==> config.mk <==
export PLATFORM = sky130hd
export DESIGN_NAME = lr3_seq_logic
export DESIGN_NICKNAME = d
export VERILOG_FILES = /design/src/rtl/lr3_seq_logic.sv
export SDC_FILE = /design/constraint.sdc
export NUM_CORES = 1
export LEC_CHECK = 0
export BUFFER_PORTS_ARGS = -buffer_cell sky130_fd_sc_hd__buf_2
export CAP_MARGIN = 20
export CORE_UTILIZATION = 45
export CTS_CLUSTER_DIAMETER = 200
export DETAILED_ROUTE_END_ITERATION = 10
export GPL_TIMING_DRIVEN = 0
export PLACE_DENSITY = 0.78
export REMOVE_ABC_BUFFERS = 1
export SETUP_SLACK_MARGIN = 0.02
export SLEW_MARGIN = 20
export SYNTH_ARGS = -nofsm -noshare
export SYNTH_HDL_FRONTEND = slang
export SYNTH_SLANG_ARGS = --single-unit
==> constraint.sdc <==
create_clock -name CLK -period 2.4 [get_ports CLK]
set_input_delay 0.24 -clock CLK [delete_from_list [all_inputs] [get_ports CLK]]
set_output_delay 0.24 -clock CLK [all_outputs]
set_load 0.01 [all_outputs]
==> src/rtl/lr3_seq_logic.sv <==
// Hex-digit entry register for an 8-digit seven-segment display: shifts digits in and un-blanks positions.
// Optional 2-3-0-B detector that freezes the display until reset is compiled in with LR3_SEQ_DET_EN.
module lr3_seq_logic (
    input  logic        CLK,
    input  logic        RST,
    input  logic        CE,
    input  logic [3:0]  DAT_I,
    output logic [31:0] DISP_SEQ,
    output logic [7:0]  DISP_OFF
);

    logic [31:0] seq_reg, seq_next;
    logic [7:0]  off_reg, off_next;
    logic        entry;

    // Newest digit lands in nibble 0; every older nibble moves up one position.
    assign seq_next[3:0] = DAT_I;
    assign off_next[0]   = 1'b0;

    generate
        for (genvar gi = 1; gi < 8; gi++) begin : g_shift
            assign seq_next[gi*4 +: 4] = seq_reg[(gi-1)*4 +: 4];
            assign off_next[gi]        = off_reg[gi-1];
        end
    endgenerate

`ifdef LR3_SEQ_DET_EN
    typedef enum logic [1:0] {
        IDLE,
        S2,
        S23,
        S230
    } det_state_t;

    det_state_t state_reg, state_next;
    logic       lock_reg, lock_next;

    assign entry = CE & ~lock_reg;

    // The detector only moves on accepted entries; a stray 2 always restarts the match.
    always_comb begin
        state_next = state_reg;
        lock_next  = lock_reg;
        if (entry) begin
            state_next = (DAT_I == 4'h2) ? S2 : IDLE;
            unique case (state_reg)
                IDLE: ;
                S2:   if (DAT_I == 4'h3) state_next = S23;
                S23:  if (DAT_I == 4'h0) state_next = S230;
                S230: if (DAT_I == 4'hB) begin
                    state_next = IDLE;
                    lock_next  = 1'b1;
                end
                default: state_next = IDLE;
            endcase
        end
    end

    always_ff @(posedge CLK) begin
        if (RST) begin
            state_reg <= IDLE;
            lock_reg  <= 1'b0;
        end else begin
            state_reg <= state_next;
            lock_reg  <= lock_next;
        end
    end
`else
    assign entry = CE;
`endif

    always_ff @(posedge CLK) begin
        if (RST) begin
            seq_reg <= 32'h0000_0000;
            off_reg <= 8'hFF;
        end else if (entry) begin
            seq_reg <= seq_next;
            off_reg <= off_next;
        end
    end

    assign DISP_SEQ = seq_reg;
    assign DISP_OFF = off_reg;

endmodule

==> results of run 1 <==
-- critical path: stages --
cell and delay, ps:
buf_2 760, inv_2 160, a211o_1 310
-- layer usage --
layer | GRT usage (%) | vias to the layer above | wire, um
met3 | 5.49 | 4 | 132
met1 | 17.6 | 479 | 1060
met4 | 8.16 | 0 | 35
met5 | 0 | - | 0
met2 | 24.6 | 31 | 1190
li1 | - | 517 | -
-- where the power goes --
group          internal, uW  switching (uW)  leakage [uW]
Clock                   108             196     0.0000281
Combinational          41.3            48.2      0.000505
Sequential              681            11.0      0.000325
Total                   830             256      0.000858
-- stage by stage --
step | setup slack, ps | std cells | area [sq um]
2_1_floorplan | 1600 | 120 | 1360
3_3_place_gp | 834 | 210 | 1640
3_5_place_dp | 771 | 210 | 1640
4_1_cts | 1150 | 217 | 1690
5_1_grt | 1070 | 217 | 1690
6_report | 1140 | 217 | 1690
-- cell type report --
cell class	count	share of cell area (%)
Sequential cell	40	47.4
Tap cell	44	3.26
Timing Repair Buffer	46	13.6
Clock buffer	6	2.44
Inverter	1	0.222
Multi-Input combinational cell	79	32.7
Clock inverter	1	0.296
-- worst max-delay path by stage --
| stage | end | slack (ps) |
|---|---|---|
| final | DISP_OFF[3] | 1140 |
| after global routing | DISP_OFF[5] | 1070 |
| after CTS | DISP_OFF[3] | 1150 |
| after detailed placement | DISP_OFF[3] | 770 |
| after global placement | DISP_OFF[5] | 830 |
| after floorplan | DISP_OFF[2] | 1600 |
-- state kept, by name, indices dropped and copies added (netlist names) --
| name | flops |
|---|---|
| DISP_OFF | 8 |
| DISP_SEQ | 32 |
-- synthesized netlist by cell type --
library cell   n  area (sq um)
dfxtp_1       40           801
mux2i_1       32           320
nor2_1        32           120
a211o_1        7          61.3
and2_1         5          31.3
buf_6          5          56.3
clkbuf_1       4          15.0
nor2b_1        2          12.5
a21o_1         1          7.51
inv_2          1          3.75
-- logic make-up after synthesis --
| logic type | after synthesis |
|---|---|
| flops | 40 |
| compound gates | 8 |
| mux | 32 |
| simple gates | 39 |
| buf+inv | 10 |
==> impl_metrics.yaml, run 1 <==
run_status:
  status: "finished clean"
sta:
  whs_ps: 137
  clock-skew-final_ps: 8.79
  grt_setup_unrepaired: "false"
  fin_crit_sh_pct: 52.7
  final-hold-violation-count: 0
  max-slew-margin-rel_pct: 31.2
  setup_tns_ps: 0
  min_period_ps: 1260
  max_freq_mhz: 791
  setup-violations-final: 0
  drv_slew: 0
  tightest_slew_ps: 1030
clock_tree:
  cts_resized: 0
  htree_levels: 2
  insertion_delay_ps: 330
  cts_setup_buffers: 0
  clkSlewWorstSetupHoldPaths_ps: 110
  numClockSinks: 40
  clock_path_buffers: 2
  cts_made_buffers: 5
  cts_root_buffer: "clkbuf_4"
  cts_tree: "yes"
  holdBufCountCts: 0
routing:
  drt-total-wl_um: 2420
  drt_first_pass_iters: 4
  via_per_inst: 4.75
  routedWlPerCell_um: 11.1
  drc: 0
  antenna_left: 0
  drt_iter0_drc: 51
  vias: 1031
run:
  drv_cap: 0
min_path:
  hold_path_class: "in -> reg"
  hp-start: "DAT_I[2]"
  min_delay_worst_endpoint: "DISP_SEQ[2]"
  hold_depth: 3
die:
  die_area_sq_mm: 0.00340
  rows: 20
  start_util_pct: 47.2
  die-width_um: 58.4
  io_pins: 47
  core_area_sq_mm: 0.00303
  die_y_um: 58.4
place:
  io_buffers: 46
  place_hpwl_um: 1650
  globalplace.congestion: 0.655
cells_and_area:
  num_antenna_cells: 0
  drive_gt1_share_pct: 30.6
  multi_input_area_sq_um: 553
  fill_cells: 287
  regArea_sq_um: 801
  fin_util_pct: 55.8
  final_cell_mix: "buf_2 (46), dfxtp_1 (40), mux2i_1 (32), nor2_1 (32), a211o_1 (7)"
  final_common_cell: "buf_2"
  syn_to_final_growth_pct: 18.2
  final_nets: 180
worst_setup_path:
  critPathArrivalTime_ps: 1490
  cp_max_fo: 42
  ff2ff_setup_slack_ps: 1590
  start_kind: "primary input"
  reg2reg_depth: 2
  reg2reg_from: "DISP_OFF[2]"
  endpoint_kind: "flop"
  crit_path_start: "CE"
  crit_required_ps: 2630
  crit_type: "in -> reg"
  r2r-end: "DISP_OFF[3]"
grt:
  grt_pass1_vias: 857
  antenna_found_initial: 0
  grt_use_total_pct: 15.2
  grt_first_pass_wirelength_um: 3870
  grt_start_max_net_pins: 43
  overflow: 0
logic_synthesis:
  post_synth_and_or_nand_nor_area_fraction_pct: 11.5
  synth_area_sq_mm: 0.00143
  synthMuxAreaShare_pct: 22.4
  synth_area_per_cell_sq_um: 11.1
  ys_warn_count: 0
  ys_seq_area_share_pct: 56.0
  synth_fa_ha_area_share_pct: 0
  syn-instance-count: 129
  synth_cell_type_count: 10
  synth_compound_area_share_pct: 4.82
  synth_xor_area_share_pct: 0
  synth_seq_cells: 40
  synth_top_family_by_area: "multiplexers"
power_and_ir_drop:
  powerDensity_mw_per_mm2: 643
  leakage_uw: 0.000858
  ir_drop_mv: 0.292
  total_power_uw: 1090
Power figures use the tool's default switching activity.
==> inputs of run 2 (changes only) <==
Settings changed: CORE_UTILIZATION 45 to 44, PLACE_DENSITY 0.78 to 0.8.
Clock period 2.4 ns to 1.1 ns, I/O delays scaled along.
==> impl_metrics.yaml, run 2 (synthesis results as in run 1) <==
run_status:
  status: "finished clean"
sta:
  max-slew-margin-rel_pct: 56.4
  min_period_ps: 980
  drv_slew: 0
  clock-skew-final_ps: 10.5
  grt_setup_unrepaired: "false"
  tightest_slew_ps: 653
  max_freq_mhz: 1020
  fin_crit_sh_pct: 89.0
  setup-violations-final: 0
  final-hold-violation-count: 0
  finalWorstSetupSlack_ps: 120
  whs_ps: 34.5
worst_setup_path:
  crit_required_ps: 990
  max_stage_delay_ps: 390
  crit_buf_inv: 1
  critPathArrivalTime_ps: 870
  cp_slowest_cell: "dfxtp_1"
  path_cells: "buf_2"
  crit_type: "reg -> out"
  start_kind: "flop"
  endpoint_kind: "output port"
  cp_max_fo: 3
  cp_top_family: "flip-flops"
power_and_ir_drop:
  powerDensity_mw_per_mm2: 1410
  clockPowerShare_pct: 30.0
  p_seq_share_pct: 61.8
  pwr-share-comb_pct: 8.2
  power.internal_uw: 1880
  switching_share_pct: 22.9
  power.switching_uw: 559
  leakage_uw: 0.000877
  ir_drop_mv: 0.825
die:
  die_y_um: 59.0
  core_area_sq_mm: 0.00308
  start_util_pct: 46.4
  rows: 20
  die_area_sq_mm: 0.00348
  io_pins: 47
  die-width_um: 59.0
place:
  dp_slack_ps: -399
  dp.cells: 210
  globalplace.congestion: 0.642
  place_hpwl_um: 1700
  io_buffers: 46
routing:
  vias: 1044
  drt-total-wl_um: 2410
  drt_first_pass_iters: 4
  via_per_inst: 4.75
  antenna_left: 0
  drc: 0
  drt_iter0_drc: 47
  routedWlPerCell_um: 11.0
cells_and_area:
  final_nets: 182
  num_antenna_cells: 0
  final_common_cell: "buf_2"
  syn_to_final_growth_pct: 20.8
  drive_gt1_share_pct: 31.3
  final_cell_count_no_fill: 220
  fill_cells: 302
  final_cell_mix: "buf_2 (45), dfxtp_1 (40), mux2i_1 (32), nor2_1 (32), a211o_1 (7)"
  largest_reg_flops: 32
clock_tree:
  numClockSinks: 40
  clock_path_buffers: 2
  insertion_delay_ps: 330
  cts_tree: "yes"
  clkSlewWorstSetupHoldPaths_ps: 110
  cts_made_buffers: 5
  htree_levels: 2
  cts_root_buffer: "clkbuf_4"
grt:
  grt_first_pass_wirelength_um: 3880
  grt_pass1_vias: 917
  grt_start_max_net_pins: 43
  antenna_found_initial: 0
  grt_use_total_pct: 15.3
  overflow: 0
min_path:
  hold_path_class: "in -> reg"
run:
  drv_cap: 0
[run 2: changes by cell type in the layout (fill, tap and decap cells not counted)]
cell,before,now
dlygate4sd3_1,0,2
buf_2,46,45
buf_4,0,1
clkbuf_1,1,0
clkbuf_8,0,1
clkinv_2,1,2
[run 2: power groups by stage]
stage	logic [uW]	clock network [uW]	registers, uW
after detailed placement	199	0	1540
final	201	732	1510
after global routing	221	841	1520
after floorplan	73.4	0	1560
after CTS	204	773	1510
after global placement	192	0	1540
[run 2: per-layer routing]
metal / wire length (um) / GRT usage (%)
met5: 0 / 0
met4: 46 / 7.14
met3: 169 / 6.33
met2: 1120 / 25.8
met1: 1070 / 16.6
[run 2: area by class of cell]
cell class	instances	area, sq um	share of cell area (%)
flip-flops and latches	40	801	46.4
multi-input cells	79	553	32.0
repair buffers	48	253	14.6
well taps	44	55.1	3.19
clock buffers	6	51.3	2.97
clock inverters	2	10.0	0.580
inverters	1	3.75	0.217
[run 2: worst reg2reg max path, stage by stage, from the launching register on]
cell and delay, ps:
dfxtp_1 340, and2_1 150, a211o_1 220
[run 2: path summary, 6_finish.rpt]
path         cells after the start          from  slack (ps)            to
max                              1  DISP_SEQ[22]         120  DISP_SEQ[22]
min                              3      DAT_I[0]          30   DISP_SEQ[0]
max reg2reg                      2   DISP_OFF[1]         290   DISP_OFF[2]
min reg2reg                      1   DISP_OFF[0]         480   DISP_OFF[0]
[run 2: per-stage QoR]
stage / setup TNS (ps) / util, % / cell area [sq um] / total power (uW)
after floorplan: 0 / - / 1360 / 1630
after global placement: -9720 / 53.4 / 1640 / 1730
after detailed placement: -11500 / 53.4 / 1640 / 1740
after CTS: 0 / 56.1 / 1730 / 2490
after global routing: 0 / 56.1 / 1730 / 2580
final: 0 / 56.1 / 1730 / 2440
[run 2: repair_timing]
action                                 CTS  global route
endpoints found under the hold margin    2             0
setup buffers                            0             0
resized for setup                        1             0
setup endpoints to repair                5             0
hold buffers                             2             0
